<file path="config.mk">
export PLATFORM = sky130hd
export DESIGN_NAME = up_bus_router
export DESIGN_NICKNAME = d
export VERILOG_FILES = /design/src/rtl/up_bus_router.sv
export SDC_FILE = /design/constraint.sdc
export NUM_CORES = 1
export LEC_CHECK = 0
export CAP_MARGIN = 20
export CORE_MARGIN = 4
export CORE_UTILIZATION = 37
export DETAILED_ROUTE_END_ITERATION = 8
export PLACE_DENSITY = 0.81
export SLEW_MARGIN = 20
export SYNTH_ARGS = -nofsm -noshare
export SYNTH_HDL_FRONTEND = slang
export SYNTH_SLANG_ARGS = --single-unit
</file>
<file path="constraint.sdc">
create_clock -name up_clk -period 1.8 [get_ports up_clk]
set_input_delay 0.36 -clock up_clk [delete_from_list [all_inputs] [get_ports up_clk]]
set_output_delay 0.36 -clock up_clk [all_outputs]
set_load 0.01 [all_outputs]
</file>
<file path="src/rtl/up_bus_router.sv">
// up_* fan-out router: window decode, one read and one write in flight.
// Optional slave timeout: define UP_BUS_ROUTER_TIMEOUT_EN.
module up_bus_router #(
  parameter int unsigned NUM_SLAVES     = 4,
  parameter int unsigned ADDR_WIDTH     = 14,
  parameter int unsigned WINDOW_BITS    = 8,
  parameter int unsigned BASE_INDEX     = 0,
  parameter int unsigned TIMEOUT_CYCLES = 64,
  parameter logic [31:0] ERR_RDATA      = 32'hDEADDEAD
) (
  input  logic                       up_clk,
  input  logic                       up_rstn,
  input  logic                       up_wreq,
  input  logic [ADDR_WIDTH-1:0]      up_waddr,
  input  logic [31:0]                up_wdata,
  output logic                       up_wack,
  input  logic                       up_rreq,
  input  logic [ADDR_WIDTH-1:0]      up_raddr,
  output logic [31:0]                up_rdata,
  output logic                       up_rack,
  output logic [NUM_SLAVES-1:0]      s_wreq,
  output logic [ADDR_WIDTH-1:0]      s_waddr,
  output logic [31:0]                s_wdata,
  input  logic [NUM_SLAVES-1:0]      s_wack,
  output logic [NUM_SLAVES-1:0]      s_rreq,
  output logic [ADDR_WIDTH-1:0]      s_raddr,
  input  logic [NUM_SLAVES*32-1:0]   s_rdata,
  input  logic [NUM_SLAVES-1:0]      s_rack,
  output logic [15:0]                up_timeout_count,
  output logic [2:0]                 up_err_flags
);

  localparam int unsigned IW = ADDR_WIDTH - WINDOW_BITS;
  localparam int unsigned SW = (NUM_SLAVES > 1) ? $clog2(NUM_SLAVES) : 1;
`ifdef UP_BUS_ROUTER_TIMEOUT_EN
  localparam bit LP_TO_EN = 1'b1;
`else
  localparam bit LP_TO_EN = 1'b0;
`endif
  localparam logic [15:0] LP_TLIM = 16'(TIMEOUT_CYCLES - 1);

  typedef enum logic [1:0] {W_IDLE, W_WAIT, W_ACK} w_st_t;
  typedef enum logic [1:0] {R_IDLE, R_WAIT, R_ACK} r_st_t;

  // Range check on the raw window index so low windows never wrap in.
  function automatic logic f_map(input logic [IW-1:0] win);
    return (32'(win) >= BASE_INDEX) &&
           (32'(win) < BASE_INDEX + NUM_SLAVES);
  endfunction

  function automatic logic [SW-1:0] f_idx(input logic [IW-1:0] win);
    return SW'(32'(win) - BASE_INDEX);
  endfunction

  w_st_t                 r_wst;
  r_st_t                 r_rst;
  logic [SW-1:0]         r_widx, r_ridx;
  logic                  r_wunm, r_runm;
  logic [15:0]           r_wcnt, r_rcnt;

  logic                  w_wmap, w_rmap;
  logic [SW-1:0]         w_widx, w_ridx;
  logic [NUM_SLAVES-1:0] w_woh, w_roh;
  logic [NUM_SLAVES-1:0] w_wsel, w_rsel;
  logic                  w_wack_sel, w_wack_oth;
  logic                  w_rack_sel, w_rack_oth;
  logic                  w_wto, w_rto;
  logic [31:0]           w_rsd;
  logic [2:0]            w_err;
  logic [16:0]           w_tosum;

  assign w_wmap = f_map(up_waddr[ADDR_WIDTH-1:WINDOW_BITS]);
  assign w_rmap = f_map(up_raddr[ADDR_WIDTH-1:WINDOW_BITS]);
  assign w_widx = f_idx(up_waddr[ADDR_WIDTH-1:WINDOW_BITS]);
  assign w_ridx = f_idx(up_raddr[ADDR_WIDTH-1:WINDOW_BITS]);
  assign w_woh  = NUM_SLAVES'(1) << w_widx;
  assign w_roh  = NUM_SLAVES'(1) << w_ridx;
  assign w_wsel = NUM_SLAVES'(1) << r_widx;
  assign w_rsel = NUM_SLAVES'(1) << r_ridx;

  assign w_wack_sel = |(s_wack & w_wsel);
  assign w_wack_oth = |(s_wack & ~w_wsel);
  assign w_rack_sel = |(s_rack & w_rsel);
  assign w_rack_oth = |(s_rack & ~w_rsel);
  assign w_rsd      = s_rdata[32*r_ridx +: 32];

  assign w_wto = LP_TO_EN && (r_wst == W_WAIT) &&
                 !w_wack_sel && (r_wcnt == LP_TLIM);
  assign w_rto = LP_TO_EN && (r_rst == R_WAIT) &&
                 !w_rack_sel && (r_rcnt == LP_TLIM);

  assign w_err[0] = (r_wst == W_IDLE && up_wreq && !w_wmap) ||
                    (r_rst == R_IDLE && up_rreq && !w_rmap);
  assign w_err[1] = (r_wst == W_WAIT && w_wack_sel && w_wack_oth) ||
                    (r_rst == R_WAIT && w_rack_sel && w_rack_oth);
  assign w_err[2] = (r_wst != W_IDLE && up_wreq) ||
                    (r_rst != R_IDLE && up_rreq);

  assign w_tosum = {1'b0, up_timeout_count} + 17'(w_wto) + 17'(w_rto);

  always_ff @(posedge up_clk or negedge up_rstn) begin
    if (!up_rstn) begin
      r_wst   <= W_IDLE;
      r_widx  <= '0;
      r_wunm  <= 1'b0;
      r_wcnt  <= '0;
      s_wreq  <= '0;
      s_waddr <= '0;
      s_wdata <= '0;
      up_wack <= 1'b0;
    end else begin
      s_wreq  <= '0;
      up_wack <= 1'b0;
      unique case (r_wst)
        W_IDLE: if (up_wreq) begin
          if (w_wmap) begin
            s_wreq  <= w_woh;
            r_widx  <= w_widx;
            s_waddr <= up_waddr;
            s_wdata <= up_wdata;
            r_wcnt  <= '0;
            r_wst   <= W_WAIT;
          end else begin
            r_wunm <= 1'b1;
            r_wst  <= W_ACK;
          end
        end
        W_WAIT: if (w_wack_sel || w_wto) begin
          up_wack <= 1'b1;
          r_wst   <= W_ACK;
        end else if (LP_TO_EN) begin
          r_wcnt <= r_wcnt + 16'd1;
        end
        // Unmapped requests ack one cycle later, out of W_ACK.
        W_ACK: begin
          up_wack <= r_wunm;
          r_wunm  <= 1'b0;
          r_wst   <= W_IDLE;
        end
        default: r_wst <= W_IDLE;
      endcase
    end
  end

  always_ff @(posedge up_clk or negedge up_rstn) begin
    if (!up_rstn) begin
      r_rst    <= R_IDLE;
      r_ridx   <= '0;
      r_runm   <= 1'b0;
      r_rcnt   <= '0;
      s_rreq   <= '0;
      s_raddr  <= '0;
      up_rack  <= 1'b0;
      up_rdata <= '0;
    end else begin
      s_rreq   <= '0;
      up_rack  <= 1'b0;
      up_rdata <= '0;
      unique case (r_rst)
        R_IDLE: if (up_rreq) begin
          if (w_rmap) begin
            s_rreq  <= w_roh;
            r_ridx  <= w_ridx;
            s_raddr <= up_raddr;
            r_rcnt  <= '0;
            r_rst   <= R_WAIT;
          end else begin
            r_runm <= 1'b1;
            r_rst  <= R_ACK;
          end
        end
        R_WAIT: if (w_rack_sel || w_rto) begin
          up_rack  <= 1'b1;
          up_rdata <= w_rack_sel ? w_rsd : ERR_RDATA;
          r_rst    <= R_ACK;
        end else if (LP_TO_EN) begin
          r_rcnt <= r_rcnt + 16'd1;
        end
        R_ACK: begin
          up_rack <= r_runm;
          r_runm  <= 1'b0;
          r_rst   <= R_IDLE;
        end
        default: r_rst <= R_IDLE;
      endcase
    end
  end

  always_ff @(posedge up_clk or negedge up_rstn) begin
    if (!up_rstn) begin
      up_err_flags     <= '0;
      up_timeout_count <= '0;
    end else begin
      up_err_flags     <= up_err_flags | w_err;
      up_timeout_count <= w_tosum[16] ? 16'hFFFF : w_tosum[15:0];
    end
  end

endmodule
</file>
==> impl_metrics.csv <==
group,metric,value,unit
outcome,outcome,"completed",
clock_network,cts_tree,"built",
placed_design,port_buffers,304,
global_routing,grt_usage,20.97,%
setup_path,path_depth,5,
synthesis,syn_area,0.005092,mm^2
clock_network,cts_htree_levels,3,
finish,nets,975,
timing,fmax,562.5,MHz
setup_path,rr_worst_depth,5,
setup_path,critPathLaunchType,"flip-flop",
timing,period_needed,1.778,ns
setup_path,path_delay_family,"simple AND/OR/NAND/NOR gates",
global_routing,globalRouteOverflowTotal,0,
setup_path,crit_chain,"buf_4 > or2_2 > a2111oi_2 > nor3_1 > or3_1",
die,design.die.area,0.01570,mm^2
clock_network,root_buffer,"clkbuf_16",
detailed_routing,vias_per_cell,4.844,
global_routing,grt_pass1_vias,4923,
setup_path,max_stage_delay,0.40,ns
setup_path,cp.required,2.02,ns
placed_design,gp_congestion,0.8603,
timing,fin_crit_sh,98.77,%
placed_design,hpwl,13.27,mm
power_and_ir_drop,power_density,1079,mW/mm^2
detailed_routing,via_count,4597,
finish,final_util,65.46,%
synthesis,postSynthAreaPerCell,11.19,um^2
finish,stdcell_count,949,
power_and_ir_drop,p_leak,0.004032,uW
setup_path,worstPathArrival,1.99,ns
setup_path,critPathKind,"flip-flop to flip-flop",
die,die_h,125.3,um
die,initial_core_util,38.15,%
finish,drive_gt1_share,10.62,%
detailed_routing,wl_per_cell,17.63,um
die,io_pins,321,
timing,setup_viol,0,
global_routing,grt_pass1_wl,26.06,mm
setup_path,cp_slowest_cell,"dfrtp_1",
synthesis,synth.distinct_cells,33,
die,chipWidth,125.3,um
detailed_routing,route.antenna.remaining_nets,0,
finish,area_growth,71.57,%
synthesis,yosysSeqAreaShare,54.55,%
setup_path,cp_max_fo,4,
placed_design,placed_area,0.008397,mm^2
min_path,hold_depth,1,
die,rows,42,
synthesis,synth_top_area_cell,"dfrtp_1",
timing,setup_tns,0,ns
detailed_routing,wl,16.74,mm
die,core_area,0.01335,mm^2
timing,fin_hold_ws,0.4732,ns
placed_design,placedCellCount,929,
timing,rsz0062_at_grt,"no",
setup_path,path_buf_inv,1,
global_routing,antenna_found_initial,1,
synthesis,yosysWarnings,0,
clock_network,worstSkewPairLatency,0.34,ns
power_and_ir_drop,peakVddDrop,586.2,uV
global_routing,grt_max_degree,48,
synthesis,synth_cells,455,
finish,fin_area,0.008737,mm^2
clock_network,cts_made_buffers,9,
clock_network,cts_buffer_depth,2,
setup_path,cp-end-kind,"flip-flop",
min_path,hold_path_class,"flip-flop to flip-flop",
synthesis,synth.top_cell.area_share,54.55,%
clock_network,clock-sinks,111,
detailed_routing,route.detailed.drc,0,
detailed_routing,drt_iter0_markers,242,
clock_network,clk_pin_slew,0.07,ns
detailed_routing,dr.pass1.iters,4,
timing,drv_slew,0,
synthesis,ys_ff_latch,111,
synthesis,synth.area.top_cells,"dfrtp_1 55%, mux4_2 15%, nand2_1 11%",
run,drv_cap,0,
timing,hold_viol_final,0,
timing,fin_skew,0.01002,ns
## layout make-up
| class | count | area, um^2 |
|---|---|---|
| antenna | 1 | 2.502 |
| fill | 1008 | 4611 |
| multi-input combinational | 306 | 2083 |
| clock buffer | 11 | 242.7 |
| timing repair buffer | 330 | 3347 |
| sequential | 111 | 2779 |
| clock inverter | 3 | 21.27 |
| inverter | 11 | 41.29 |
| tap | 176 | 220.2 |
## synthesized netlist by cell type (all sizes together)
| library cell | count |
|---|---|
| dfrtp | 111 |
| nor2 | 6 |
| a21boi | 2 |
| nand2b | 4 |
| nor4 | 4 |
| nor3b | 1 |
| clkbuf | 10 |
| a21oi | 5 |
| o31a | 1 |
| or2 | 2 |
| mux4 | 34 |
| ha | 6 |
| o21ai | 7 |
| buf | 32 |
| inv | 11 |
| a2111oi | 2 |
| nand3 | 2 |
| or3 | 2 |
| o22ai | 1 |
| a22o | 2 |
| mux2 | 2 |
| and3 | 36 |
| o211ai | 1 |
| nor3 | 6 |
| and2 | 8 |
| conb | 1 |
| nand2 | 156 |
## placed cells by master, fill, tap and decap left out, drive strengths merged, types with 2 or more instances in the layout
cell	netlist	layout
clkbuf	10	11
mux2	2	2
or2	2	2
a21boi	2	2
a21oi	5	5
o21ai	7	7
a2111oi	2	2
buf	32	25
and2	8	8
nand3	2	2
conb	1	16
or3	2	2
inv	11	12
a22o	2	2
nor2	6	6
nor3	6	6
nand2	156	156
nand2b	4	4
and3	36	36
mux4	34	34
clkdlybuf4s50	0	301
ha	6	6
dfrtp	111	111
nor4	4	4
## power breakdown
group          leakage, uW  internal, uW  switching [uW]
clock             0.000128           966             863
sequential         0.00147          3060             331
combinational      0.00243          2480            1720
total              0.00403          6510            2910
## metrics by stage
stage                     total power [uW]  setup WS [ns]
after floorplan                       5440         0.1492
after global placement                7358        -0.2422
after detailed placement              7497        -0.2282
after CTS                             9537       0.003689
after global routing                  9991       0.002065
final                                 9427        0.02213
## layer usage
metal / part of all wire, % / global-route usage (%) / vias up
met5: 0 / 0 / -
li1: - / - / 2131
met2: 51 / 37.30 / 229
met1: 37 / 23.64 / 2201
met4: 3.7 / 9.439 / 0
met3: 8.4 / 5.501 / 36
## worst register-to-register path: stages (launching register included)
cell and delay [ns]:
dfrtp_1 0.40, buf_4 0.16, or2_2 0.30, a2111oi_2 0.31
nor3_1 0.15, or3_1 0.34
## cell families after synthesis
group / count (synthesis) / share of synthesized area [%]
adder cells (fa/ha/maj): 6 / 1.474
AND/OR/NAND/NOR: 227 / 20.05
multiplexers: 36 / 15.48
AO/OA/AOI/OAI: 21 / 2.727
flip-flops: 111 / 54.55
buffers and inverters: 53 / 5.651
other: 1 / 0.07364
## registers in the layout (all words and copies together) (netlist names), 2 cells and up
register and cells:
s_wdata 32, up_rdata 32, s_raddr 14, s_waddr 14
s_rreq 4, s_wreq 4, up_err_flags 3, r_rst 2
r_wst 2
## timing repair
action,CTS,global route
hold buffers,1,0
hold endpoints to repair,28,0
endpoints found under the setup margin,2,2
setup buffers,3,0
gates cloned,1,0
gates resized for setup,2,2
## path summary, 6_finish.rpt
check | startpoint | endpoint | slack (ns)
setup / recovery | s_raddr[9] | up_err_flags[1] | 0.02
hold reg to reg | up_err_flags[0] | up_err_flags[0] | 0.47
min in group asynchronous | up_rstn | s_waddr[0] | 0.51
max in group asynchronous | up_rstn | s_raddr[8] | 0.72
hold / removal | up_err_flags[0] | up_err_flags[0] | 0.47
setup reg to reg | s_raddr[9] | up_err_flags[1] | 0.02
Power figures use the tool's default switching activity.
